**src/rtl/pwm_song_sequencer_pkg.sv**
```systemverilog
// Shared definitions for the song sequencer: FSM state encodings, event field
// widths and the note codes understood by note_table.
package pwm_song_sequencer_pkg;

  typedef enum logic [1:0] {
    SEQ_ST_IDLE = 2'd0,
    SEQ_ST_PLAY = 2'd1,
    SEQ_ST_GAP  = 2'd2,
    SEQ_ST_SKIP = 2'd3
  } seq_state_t;

  localparam int EVT_NOTE_W = 6;
  localparam int EVT_LEN_W  = 8;

  // NOTE_RST is the rest/silence code; the rest are note_table pitch codes.
  localparam logic [EVT_NOTE_W-1:0] NOTE_RST = 6'd0;
  localparam logic [EVT_NOTE_W-1:0] NOTE_C4  = 6'd1;
  localparam logic [EVT_NOTE_W-1:0] NOTE_CS4 = 6'd2;
  localparam logic [EVT_NOTE_W-1:0] NOTE_D4  = 6'd3;
  localparam logic [EVT_NOTE_W-1:0] NOTE_E4  = 6'd5;
  localparam logic [EVT_NOTE_W-1:0] NOTE_FS4 = 6'd7;
  localparam logic [EVT_NOTE_W-1:0] NOTE_A4  = 6'd10;
  localparam logic [EVT_NOTE_W-1:0] NOTE_B4  = 6'd12;

endpackage

```
**src/rtl/pwm_song_sequencer_timer.sv**
```systemverilog
// Loadable prescaler plus tick down-counter that times one song slot of
// len*TICK_CYCLES clocks and flags where the articulation gap begins.
module seq_tick_timer #(
  parameter int LEN_W       = 8,
  parameter int TICK_CYCLES = 4,
  parameter int GAP_CYCLES  = 0
) (
  input  logic             i_clk,
  input  logic             i_rst_n,
  input  logic             clear,
  input  logic             load,
  input  logic [LEN_W-1:0] len,
  output logic             gap_start,
  output logic             slot_end
);

  localparam int PRE_W = (TICK_CYCLES > 1) ? $clog2(TICK_CYCLES) : 1;
  localparam logic [PRE_W-1:0] PRE_TOP = PRE_W'(TICK_CYCLES - 1);
  localparam logic [PRE_W-1:0] PRE_GAP = PRE_W'(GAP_CYCLES);

  generate
    if (TICK_CYCLES < 1 || GAP_CYCLES < 0 || GAP_CYCLES >= TICK_CYCLES) begin : g_bad_timing
      $error("seq_tick_timer: need 0 <= GAP_CYCLES < TICK_CYCLES");
    end
  endgenerate

  logic [PRE_W-1:0] pre;
  logic [LEN_W-1:0] ticks;
  logic             last_tick;

  // The gap occupies the final GAP_CYCLES prescaler counts of the last tick.
  assign last_tick = (ticks == LEN_W'(1));
  assign slot_end  = last_tick && (pre == '0);
  assign gap_start = (GAP_CYCLES != 0) && last_tick && (pre == PRE_GAP);

  always_ff @(posedge i_clk or negedge i_rst_n) begin
    if (!i_rst_n) begin
      pre   <= '0;
      ticks <= '0;
    end else if (clear) begin
      pre   <= '0;
      ticks <= '0;
    end else if (load) begin
      pre   <= PRE_TOP;
      ticks <= len;
    end else if (ticks != '0) begin
      if (pre == '0) begin
        ticks <= ticks - LEN_W'(1);
        pre   <= last_tick ? '0 : PRE_TOP;
      end else begin
        pre <= pre - PRE_W'(1);
      end
    end
  end

endmodule

```
**src/rtl/pwm_song_sequencer.sv**
```systemverilog
// RAM-programmable song sequencer: steps through note/length events, feeding
// note codes to note_table with optional looping and articulation gaps.
module pwm_song_sequencer
  import pwm_song_sequencer_pkg::*;
#(
  parameter int ADDR_W      = 4,
  parameter int NOTE_W      = EVT_NOTE_W,
  parameter int LEN_W       = EVT_LEN_W,
  parameter int TICK_CYCLES = 2_083_333,
  parameter int GAP_CYCLES  = 0
) (
  input  logic              i_clk,
  input  logic              i_rst_n,
  input  logic              i_wr_en,
  input  logic [ADDR_W-1:0] i_wr_addr,
  input  logic [NOTE_W-1:0] i_wr_note,
  input  logic [LEN_W-1:0]  i_wr_len,
  input  logic [ADDR_W-1:0] i_last_index,
  input  logic              i_loop,
  input  logic              i_start,
  input  logic              i_stop,
  output logic [NOTE_W-1:0] o_note,
  output logic              o_note_strobe,
  output logic              o_playing,
  output logic [ADDR_W-1:0] o_index,
  output logic              o_done
);

  localparam logic [NOTE_W-1:0] REST_CODE = NOTE_W'(NOTE_RST);

  logic [NOTE_W+LEN_W-1:0] song_mem [2**ADDR_W];

  seq_state_t        state, state_nxt;
  logic [NOTE_W-1:0] ev_note;
  logic [ADDR_W-1:0] rd_addr, adv_idx, idx_nxt;
  logic [NOTE_W-1:0] rd_note;
  logic [LEN_W-1:0]  rd_len;
  logic              load, clear, strobe_nxt, done_nxt;
  logic              gap_start, slot_end;

  always_ff @(posedge i_clk) begin
    if (i_wr_en) song_mem[i_wr_addr] <= {i_wr_note, i_wr_len};
  end

  // Only one slot can be entered per cycle: event 0 on start, else the successor.
  assign adv_idx = (o_index == i_last_index) ? '0 : o_index + ADDR_W'(1);
  assign rd_addr = i_start ? '0 : adv_idx;
  assign {rd_note, rd_len} = song_mem[rd_addr];

  seq_tick_timer #(
    .LEN_W      (LEN_W),
    .TICK_CYCLES(TICK_CYCLES),
    .GAP_CYCLES (GAP_CYCLES)
  ) u_timer (
    .i_clk    (i_clk),
    .i_rst_n  (i_rst_n),
    .clear    (clear),
    .load     (load),
    .len      (rd_len),
    .gap_start(gap_start),
    .slot_end (slot_end)
  );

  always_ff @(posedge i_clk or negedge i_rst_n) begin
    if (!i_rst_n) state <= SEQ_ST_IDLE;
    else          state <= state_nxt;
  end

  always_comb begin
    state_nxt  = state;
    idx_nxt    = o_index;
    load       = 1'b0;
    clear      = 1'b0;
    strobe_nxt = 1'b0;
    done_nxt   = 1'b0;
    if (i_stop) begin
      state_nxt  = SEQ_ST_IDLE;
      clear      = 1'b1;
      strobe_nxt = (state != SEQ_ST_IDLE);
    end else if (i_start || (state == SEQ_ST_SKIP) ||
                 (slot_end && state != SEQ_ST_IDLE)) begin
      if (!i_start && o_index == i_last_index && !i_loop) begin
        state_nxt  = SEQ_ST_IDLE;
        clear      = 1'b1;
        strobe_nxt = 1'b1;
        done_nxt   = 1'b1;
      end else begin
        state_nxt  = (rd_len == '0) ? SEQ_ST_SKIP : SEQ_ST_PLAY;
        idx_nxt    = rd_addr;
        load       = 1'b1;
        strobe_nxt = 1'b1;
      end
    end else if (state == SEQ_ST_PLAY && gap_start) begin
      state_nxt  = SEQ_ST_GAP;
      strobe_nxt = 1'b1;
    end else if (state == SEQ_ST_IDLE) begin
      clear = 1'b1;
    end
  end

  always_ff @(posedge i_clk or negedge i_rst_n) begin
    if (!i_rst_n) begin
      ev_note       <= REST_CODE;
      o_index       <= '0;
      o_note_strobe <= 1'b0;
      o_done        <= 1'b0;
    end else begin
      if (load) ev_note <= rd_note;
      o_index       <= idx_nxt;
      o_note_strobe <= strobe_nxt;
      o_done        <= done_nxt;
    end
  end

  always_comb begin
    o_note    = (state == SEQ_ST_PLAY) ? ev_note : REST_CODE;
    o_playing = (state != SEQ_ST_IDLE);
  end

endmodule

```
**config.mk**
```make
export PLATFORM = sky130hd
export DESIGN_NAME = pwm_song_sequencer
export DESIGN_NICKNAME = d
export VERILOG_FILES = /design/src/rtl/pwm_song_sequencer_pkg.sv /design/src/rtl/pwm_song_sequencer_timer.sv /design/src/rtl/pwm_song_sequencer.sv
export SDC_FILE = /design/constraint.sdc
export NUM_CORES = 1
export LEC_CHECK = 0
export CORE_UTILIZATION = 47
export DETAILED_ROUTE_END_ITERATION = 6
export GPL_ROUTABILITY_DRIVEN = 1
export PLACE_DENSITY = 0.66
export SYNTH_ARGS = -nofsm -noshare
export SYNTH_HDL_FRONTEND = slang
export SYNTH_SLANG_ARGS = --single-unit
export TNS_END_PERCENT = 30
```
**constraint.sdc**
```tcl
create_clock -name i_clk -period 2.74 [get_ports i_clk]
set_input_delay 0.411 -clock i_clk [delete_from_list [all_inputs] [get_ports i_clk]]
set_output_delay 0.411 -clock i_clk [all_outputs]
set_load 0.02 [all_outputs]
```
==> out/metrics.csv, run 1 <==
stage,metric,value,unit
routing,Post-Route WL,29500,um
clocking,CTS tree,built,
floorplan,Die Span Y,158,um
power_and_ir_drop,sequential share of power,0.437,
routing,drt first pass iters,6,
synth,average size of a mapped cell,13.0,um2
synth,"Seq/Total Area, Yosys",0.679,
synth,Seq cells post-synth,267,
sta,final number of setup-violating endpoints,4,
synth,top_reg_cell synth,edfxtp_1,
sta,fin crit period,2.82,ns
sta,Tcrit/Tclk final,1.03,
floorplan,I/O Pins,41,
routing,Iteration-0 DRC Markers,758,
setup_path,CP endpoint kind,flop,
clocking,total CTS buffers,28,
setup_path,Worst Path Arrival,3.25,ns
setup_path,CP required,3.17,ns
clocking,CTS H-Tree Depth,1,
floorplan,die area,0.0251,mm2
place,Post-DP Area,0.0133,mm2
final_layout,"Design Area, Final",0.0145,mm2
final_layout,Antenna diodes,0,
final_layout,layout cell share with drive strength beyond 1,0.243,
sta,Final Hold Viols,0,
grt,GR met3 Demand/Resource,0.0305,
final_layout,Layout Nets,1094,
hold_path,Hold/Removal Path Class,in -> async,
sta,worst slew pin tran,0.700,ns
synth,top post-synthesis cells by area,"edfxtp_1 58%, dfrtp_1 9.4%, nand2_1 5.2%, mux2i_1 2.1%, o21ai_0 2.1%",
setup_path,R2R setup slack,-0.08,ns
setup_path,startpoint types,flop,
grt,number of global-route vias before repair,7889,
place,GP Congestion,0.912,
power_and_ir_drop,peak supply drop,477,uV
sta,Max Clk Rate,355,MHz
routing,vias per cell,5.75,
synth,synth warn,0,
floorplan,core area,0.0238,mm2
synth,"count leader, synth",edfxtp_1,
floorplan,starting density of the core,0.484,
sta,RSZ-0062 raised after global routing,true,
grt,routing usage on met2,0.400,
floorplan,die width,158,um
synth,post-synthesis instance total,886,
power_and_ir_drop,Sw Pwr,0.00282,W
place,DP HPWL,19900,um
clocking,Clock Tree Buf Depth,3,
synth,"area leader, netlist",edfxtp_1,
grt,global-route wire length before repair,44600,um
synth,synthesized area,0.0115,mm2
power_and_ir_drop,cell internal pwr,0.00786,W
grt,GRT Overall Usage,0.239,
synth,"FFs w/ async S/R, synth",0.161,
status,status,finished with violations,
job,# Max-Cap Violations,0,
clocking,CTS Root Cell,clkbuf_16,
grt,met1 Usage GRT,0.324,
grt,largest net degree at the start of global routing,31,
sta,Worst Clk Skew,0.00560,ns
final_layout,Fillers,1812,
final_layout,synthesis-to-layout area growth,26.0,%
power_and_ir_drop,Logic pwr share,0.206,
clocking,"Clk pin slew, worst setup/hold paths",0.06,ns
synth,Synth top cells by count,"224 x edfxtp_1, 160 x nand2_1, 48 x o21ai_0",
synth,post-synth top area share,0.585,
status,failing checks,negative setup slack,
final_layout,fin util,0.610,
routing,WL per Instance,21.1,um
grt,global routing's busiest layer,met2,
grt,initial antenna violation count,0,
power_and_ir_drop,sw frac,0.264,
setup_path,"Worst Path Class, Setup",reg -> reg,
floorplan,Rows,56,
place,Port Buffers,40,
clocking,clock sink count,267,
power_and_ir_drop,Power Density,737,mW/mm2
power_and_ir_drop,Pleak,5.39,nW
sta,Slew headroom,0.529,
synth,Synth Net Count,919,
routing,ANT nets after route,0,
clocking,worst skew pair latency,0.54,ns
setup_path,Critical Path Fanout Max,3,
grt,total grt overflow,0,
routing,Post-route DRC,0,
sta,Final WS setup,-0.0780,ns
synth,number of library cell types mapped by synthesis,67,
synth,"EDFF count, synth",224,
sta,Final Max Tran Viols,0,
routing,vias,8061,
power_and_ir_drop,clock share of power,0.357,
-- power groups by stage --
stage                     Combinational, W  Clock (W)  Sequential (W)
after floorplan                    0.00111          0         0.00474
after global placement             0.00203          0         0.00474
after detailed placement           0.00205          0         0.00474
after CTS                          0.00212    0.00387         0.00467
after global routing               0.00238    0.00401         0.00469
final                              0.00220    0.00381         0.00467
-- area by class of cell --
cell class                      count  area, um2  share of cell area
Clock inverter                     16        180              0.0124
Timing Repair Buffer              189       1620               0.112
Multi-Input combinational cell    567       3710               0.256
Sequential cell                   267       7800               0.539
Inverter                            8       30.0             0.00207
Clock buffer                       35        748              0.0516
Tap cell                          319        399              0.0275
-- metal layers --
layer,vias up,part of all wire
met5,-,0
met4,0,0.029
met3,62,0.059
met2,280,0.48
met1,3986,0.43
li1,3733,-
-- layout by cell type (no fill, tap or decap), types with 8 or more instances in the layout --
| cell type | Yosys | final |
|---|---|---|
| nand3_1 | 41 | 41 |
| dfrtp_1 | 43 | 41 |
| nand2_1 | 160 | 157 |
| mux2i_1 | 24 | 23 |
| clkdlybuf4s50_1 | 0 | 39 |
| o22ai_1 | 9 | 9 |
| a211oi_1 | 23 | 20 |
| inv_1 | 8 | 8 |
| buf_4 | 0 | 137 |
| a311oi_1 | 8 | 8 |
| o21ai_0 | 48 | 45 |
| and3_1 | 22 | 22 |
| mux4_2 | 8 | 8 |
| clkbuf_16 | 0 | 29 |
| nor2_1 | 39 | 37 |
| nor3_1 | 13 | 8 |
| edfxtp_1 | 224 | 224 |
| a21oi_1 | 17 | 17 |
| nand4_1 | 9 | 9 |
| nor4_1 | 11 | 9 |
-- through the flow --
stage               hold WS, ns  setup TNS, ns  total power (W)  setup WS [ns]  instances
floorplan                 0.115         -0.209          0.00585         -0.124        886
CTS                       0.376         -0.151           0.0107        -0.0809       1397
global placement          0.407          -5.10          0.00677         -0.451       1344
global route              0.427          -1.20           0.0111         -0.166       1401
detailed placement        0.417          -6.27          0.00679         -0.523       1344
finish                    0.375         -0.114           0.0107        -0.0780       1401
-- state kept, by name, indices dropped and copies added (netlist names) --
signal,count
song_mem,224
state,2
u_timer.ticks,8
o_done,1
ev_note,6
u_timer.pre,21
o_index,4
o_note_strobe,1
-- critical path: stages, from the launching register on --
cell and delay (ns):
dfrtp_1 0.38, or4_4 0.54, or4_4 0.47, nor3_4 0.18, maj3_4 0.23, nor3_4 0.04, a21o_1 0.18, or4_4 0.42
a32o_1 0.27
-- what timing repair did --
| action | CTS | global route |
|---|---|---|
| setup endpoints to repair | 12 | 25 |
| pin swaps | 2 | 6 |
| endpoints found under the hold margin | 20 | 0 |
| hold buffers | 1 | 0 |
| resized for setup | 20 | 29 |
| setup buffers | 1 | 4 |
-- kinds of logic (layout without fill, tap and decap cells) --
group	after synthesis	in the layout	synth area share
AND/OR/NAND/NOR	339	339	0.140
flip-flops	267	267	0.679
AO/OA/AOI/OAI	169	169	0.101
buffers and inverters	52	248	0.0195
multiplexers	39	39	0.0434
XOR/XNOR	13	13	0.00990
adder cells (fa/ha/maj)	7	7	0.00751
-- worst paths after layout --
path | from | cells after the start | endpoint
max | u_timer.pre[13] | 8 | u_timer.ticks[3]
min | i_rst_n | 2 | u_timer.pre[16]
max reg2reg | u_timer.pre[13] | 8 | u_timer.ticks[3]
min reg2reg | ev_note[0] | 2 | ev_note[0]
max in group asynchronous | i_rst_n | 3 | ev_note[3]
min in group i_clk | ev_note[0] | 2 | ev_note[0]
(Power assumes the default switching activity.)
==> run 2: changes to the inputs <==
CTS_BUF_LIST = sky130_fd_sc_hd__clkbuf_16   (was not set)
SKIP_CTS_REPAIR_TIMING = 1   (was not set)
==> run 2 against run 1 <==
Compared with the run above: critical path depth did not move; power shrank 0.44%; largest cell class unchanged; die area stayed put; the run still ends with negative setup slack left; combinational power about the same; sequential share of layout area rose by 0.22 points; critical path type unchanged.
==> out/metrics.csv, run 2 (synthesis gave the netlist of run 1 again) <==
stage,metric,value,unit,change
power_and_ir_drop,Total Power,0.0106,W,-0.44%
final_layout,Antenna diodes,0,,unchanged
setup_path,Worst Path Arrival,3.33,ns,+0.08 ns
clocking,Clock Tree Buf Depth,3,,unchanged
floorplan,core area,0.0238,mm2,unchanged
routing,vias per cell,5.71,,-0.69%
routing,vias,7994,,-0.83%
sta,Post-Route Setup TNS,-0.338,ns,-0.224 ns
floorplan,die width,158,um,unchanged
clocking,CTS H-Tree Depth,1,,unchanged
final_layout,Layout Nets,1092,,-0.18%
final_layout,layout cell share with drive strength beyond 1,0.231,,-0.0125
sta,RSZ-0062 raised after global routing,true,,
clocking,"Clk pin slew, worst setup/hold paths",0.06,ns,about the same
grt,GRT Overall Usage,0.238,,-0.000844
setup_path,startpoint types,flop,,
floorplan,I/O Pins,41,,unchanged
grt,total grt overflow,0,,unchanged
floorplan,starting density of the core,0.484,,unchanged
routing,ANT nets after route,0,,unchanged
routing,Post-route DRC,0,,unchanged
sta,Slew headroom,0.533,,+0.00370
final_layout,Top reg by flops,song_mem,,
job,# Max-Cap Violations,0,,unchanged
final_layout,Fillers,1813,,+0.055%
setup_path,Critical Path Fanout Max,5,,+2
floorplan,Die Span Y,158,um,unchanged
setup_path,CP endpoint kind,flop,,
sta,hold slack,0.370,ns,-0.00530 ns
sta,Final Hold Viols,0,,unchanged
grt,largest net degree at the start of global routing,31,,unchanged
sta,Tcrit/Tclk final,1.06,,+0.0293
place,DP HPWL,19900,um,unchanged
floorplan,Rows,56,,unchanged
sta,Max Clk Rate,345,MHz,-2.8%
sta,fin crit period,2.90,ns,+0.0802 ns
final_layout,max reg flops,224,,unchanged
clocking,CTS Root Cell,clkbuf_16,,
clocking,worst skew pair latency,0.54,ns,about the same
final_layout,largest registers,"song_mem x224, u_timer.pre x21, u_timer.ticks x8",,
sta,worst slew pin tran,0.694,ns,-0.00551 ns
sta,final number of setup-violating endpoints,11,,+7
floorplan,die area,0.0251,mm2,unchanged
power_and_ir_drop,Power Density,737,mW/mm2,about the same
sta,Final Max Tran Viols,0,,unchanged
routing,Iteration-0 DRC Markers,821,,+8.3%
place,Port Buffers,40,,unchanged
grt,global-route wire length before repair,44400,um,-0.35%
final_layout,synthesis-to-layout area growth,25.5,%,
setup_path,CP required,3.18,ns,about the same
grt,initial antenna violation count,0,,unchanged
power_and_ir_drop,Pleak,5.40,nW,+0.13%
sta,Final WS setup,-0.158,ns,-0.0802 ns
status,failing checks,negative setup slack,,
final_layout,"most common cell after layout, fill and taps aside",edfxtp_1,,
clocking,clock sink count,267,,unchanged
setup_path,"Worst Path Class, Setup",reg -> reg,,
routing,drt first pass iters,5,,-1
place,Place WS,-0.523,ns,unchanged
routing,Post-Route WL,29200,um,-1.1%
clocking,total CTS buffers,28,,unchanged
sta,Worst Clk Skew,0.00719,ns,+0.00159 ns
power_and_ir_drop,peak supply drop,475,uV,-0.50%
routing,WL per Instance,20.9,um,-0.96%
clocking,CTS tree,built,,
status,status,finished with violations,,
grt,number of global-route vias before repair,7846,,-0.55%
final_layout,most frequent cells in the layout,"224 x edfxtp_1, 159 x nand2_1, 136 x buf_4",,
place,GP Congestion,0.912,,unchanged
hold_path,Hold/Removal Path Class,in -> async,,
run 2: cell type report:
type	instances	area, um2	area share
Timing Repair Buffer	187	1600	0.111
Clock inverter	22	203	0.0140
Clock buffer	29	726	0.0503
Multi-Input combinational cell	567	3670	0.254
Tap cell	319	399	0.0277
Sequential cell	267	7800	0.541
Inverter	8	30.0	0.00208
run 2: metal layers:
layer,track usage,vias up,routed length (um)
met1,0.324,3926,12600
met2,0.398,283,14100
li1,-,3728,-
met3,0.0299,57,1660
met4,0.0778,0,812
met5,0,-,0
run 2: worst paths after layout:
kind                                 startpoint          endpoint  slack, ns  cells after the start
worst min register to register       ev_note[0]        ev_note[0]       0.48                      2
worst min-delay path                    i_rst_n   u_timer.pre[16]       0.37                      2
max in group asynchronous               i_rst_n        ev_note[3]       1.65                      3
worst max-delay path            u_timer.pre[15]  u_timer.ticks[3]      -0.16                      8
min in group i_clk                   ev_note[0]        ev_note[0]       0.48                      2
worst max register to register  u_timer.pre[15]  u_timer.ticks[3]      -0.16                      8
run 2: where the power goes:
group          internal [W]  switching [W]
Sequential          0.00458      0.0000972
Clock               0.00228        0.00152
Combinational      0.000974        0.00120
Total               0.00783        0.00281
run 2: metrics by stage:
step	util	instances	instance area [um2]
floorplan	-	886	11500
global placement	0.561	1344	13300
detailed placement	0.561	1344	13300
CTS	0.600	1395	14200
global route	0.608	1399	14400
finish	0.608	1399	14400
run 2: critical path, stage by stage (launching register included):
cell and delay [ns]:
dfrtp_1 0.38, or4_4 0.55, or4_4 0.47, nor3_4 0.22
maj3_4 0.25, nor3_4 0.05, a21o_1 0.20, or4_4 0.42
a32o_1 0.25
==> run 3: changes to the inputs <==
CORE_ASPECT_RATIO = 1.1   (was not set)
==> run 3 against run 2 <==
Compared with the run above: the flow still finishes with violations (negative setup slack); critical path depth rose by 2; sequential share of layout area rose by 0.67 points; cell count fell by 2.1%; via count fell by 0.33%; highest routed layer unchanged.
==> out/metrics.csv, run 3 (synthesis gave the netlist of run 1 again) <==
stage,metric,value,unit,change
floorplan,Die Span Y,166,um,+4.8%
routing,Iteration-0 DRC Markers,702,,-14%
routing,vias per cell,5.82,,+1.8%
grt,met1 Usage GRT,0.312,,-0.0116
status,status,finished with violations,,
setup_path,"Worst Path Class, Setup",reg -> reg,,
final_layout,"most common cell after layout, fill and taps aside",edfxtp_1,,
place,DP HPWL,18900,um,-5.0%
sta,Worst Clk Skew,0.0102,ns,+0.00300 ns
sta,fin crit period,2.89,ns,-0.00645 ns
final_layout,fin util,0.598,,-0.00994
floorplan,die width,151,um,-4.6%
grt,global routing's busiest layer,met2,,
grt,routing usage on met2,0.386,,-0.0128
place,placed instance count,1313,,-2.3%
place,Place WS,-0.582,ns,-0.0586 ns
sta,RSZ-0062 raised after global routing,true,,
power_and_ir_drop,sw frac,0.267,,+0.00297
sta,Final WS setup,-0.152,ns,+0.00645 ns
grt,initial antenna violation count,0,,unchanged
final_layout,Top reg by flops,song_mem,,
place,Post-DP Area,0.0132,mm2,-1.1%
clocking,"Clk pin slew, worst setup/hold paths",0.07,ns,about the same
clocking,total CTS buffers,26,,-7.1%
floorplan,Rows,59,,+5.4%
power_and_ir_drop,Pleak,5.30,nW,-1.9%
status,failing checks,negative setup slack,,
clocking,worst skew pair latency,0.53,ns,about the same
grt,global-route wire length before repair,44200,um,-0.61%
grt,number of global-route vias before repair,7899,,+0.68%
place,Port Buffers,40,,unchanged
sta,worst slew pin tran,0.673,ns,-0.0215 ns
grt,GRT Overall Usage,0.234,,-0.00401
clocking,clock sink count,267,,unchanged
final_layout,largest registers,"song_mem x224, u_timer.pre x21, u_timer.ticks x8",,
power_and_ir_drop,Power Density,725,mW/mm2,-1.7%
power_and_ir_drop,Logic pwr share,0.205,,about the same
final_layout,Layout Nets,1080,,-1.1%
clocking,CTS Root Cell,clkbuf_16,,
routing,vias,7968,,-0.33%
power_and_ir_drop,clock share of power,0.342,,-0.015
power_and_ir_drop,peak supply drop,500,uV,+5.3%
hold_path,Hold/Removal Path Class,in -> async,,
clocking,CTS H-Tree Depth,1,,unchanged
power_and_ir_drop,Sw Pwr,0.00276,W,-1.9%
floorplan,starting density of the core,0.482,,-0.00185
sta,Tcrit/Tclk final,1.06,,-0.00235
final_layout,synthesis-to-layout area growth,23.9,%,
sta,Max Clk Rate,346,MHz,+0.22%
routing,Post-route DRC,0,,unchanged
final_layout,max reg flops,224,,unchanged
floorplan,die area,0.0251,mm2,about the same
routing,WL per Instance,21.1,um,+1.4%
routing,ANT nets after route,0,,unchanged
power_and_ir_drop,sequential share of power,0.453,,+0.014
final_layout,most frequent cells in the layout,"224 x edfxtp_1, 157 x nand2_1, 127 x buf_4",,
floorplan,core area,0.0238,mm2,+0.38%
floorplan,I/O Pins,41,,unchanged
final_layout,non-filler instance count after layout,1370,,-2.1%
clocking,CTS tree,built,,
setup_path,CP required,3.16,ns,-0.02 ns
grt,largest net degree at the start of global routing,33,,+6.5%
place,GP Congestion,0.864,,-5.2%
job,# Max-Cap Violations,0,,unchanged
sta,final number of setup-violating endpoints,11,,unchanged
final_layout,Fillers,1830,,+0.94%
setup_path,CP endpoint kind,flop,,
final_layout,layout cell share with drive strength beyond 1,0.222,,-0.00896
routing,drt first pass iters,5,,unchanged
sta,Slew headroom,0.547,,+0.0145
sta,Final Hold Viols,0,,unchanged
power_and_ir_drop,Total Power,0.0103,W,-2.9%
setup_path,Critical Path Fanout Max,4,,-1
grt,GR met3 Demand/Resource,0.0387,,+0.00880
routing,Post-Route WL,29000,um,-0.73%
setup_path,Worst Path Arrival,3.32,ns,about the same
power_and_ir_drop,cell internal pwr,0.00757,W,-3.3%
setup_path,startpoint types,flop,,
final_layout,"Design Area, Final",0.0143,mm2,-1.3%
clocking,Clock Tree Buf Depth,3,,unchanged
sta,Final Max Tran Viols,0,,unchanged
final_layout,Antenna diodes,0,,unchanged
grt,total grt overflow,0,,unchanged
## run 3: layer usage
metal | vias to the layer above | part of all wire
met1 | 3949 | 0.42
li1 | 3698 | -
met2 | 259 | 0.49
met5 | - | 0
met3 | 62 | 0.059
met4 | 0 | 0.029
## run 3: path summary, 6_finish.rpt
check                                      from  cells after the start  slack [ns]          endpoint
worst min-delay path                    i_rst_n                      2        0.45  u_timer.ticks[2]
max in group asynchronous               i_rst_n                      3        1.57        ev_note[5]
worst max-delay path            u_timer.pre[13]                     10       -0.15  u_timer.ticks[5]
worst max register to register  u_timer.pre[13]                     10       -0.15  u_timer.ticks[5]
worst min register to register       ev_note[1]                      2        0.48        ev_note[1]
min in group i_clk                   ev_note[1]                      2        0.48        ev_note[1]
## run 3: final cells by class
type                    count  area, um2  area share
flip-flops and latches    267       7800       0.547
multi-input cells         567       3660       0.257
repair buffers            177       1530       0.107
clock buffers              27        676      0.0474
well taps                 305        382      0.0268
clock inverters            19        169      0.0119
inverters                   8       30.0     0.00211
## run 3: worst max-delay path, stage by stage (launching register included)
cell	delay, ns
dfrtp_1	0.38
or4_4	0.56
or4_4	0.47
nor3_4	0.25
maj3_4	0.24
nor3_4	0.04
buf_4	0.13
a21oi_1	0.17
buf_4	0.17
nand3b_1	0.08
a32o_1	0.28
## run 3: power by group through the flow
stage | clock [W] | combinational (W) | sequential [W]
after CTS | 0.00360 | 0.00200 | 0.00467
after floorplan | 0 | 0.00111 | 0.00474
after global routing | 0.00374 | 0.00229 | 0.00469
after detailed placement | 0 | 0.00199 | 0.00475
after global placement | 0 | 0.00196 | 0.00475
final | 0.00354 | 0.00211 | 0.00468
## run 3: stage by stage
stage | TNS (ns) | hold slack (ns)
after floorplan | -0.209 | 0.115
after global placement | -7.08 | 0.459
after detailed placement | -8.23 | 0.467
after CTS | -2.78 | -0.0775
after global routing | -2.25 | 0.509
final | -0.712 | 0.452
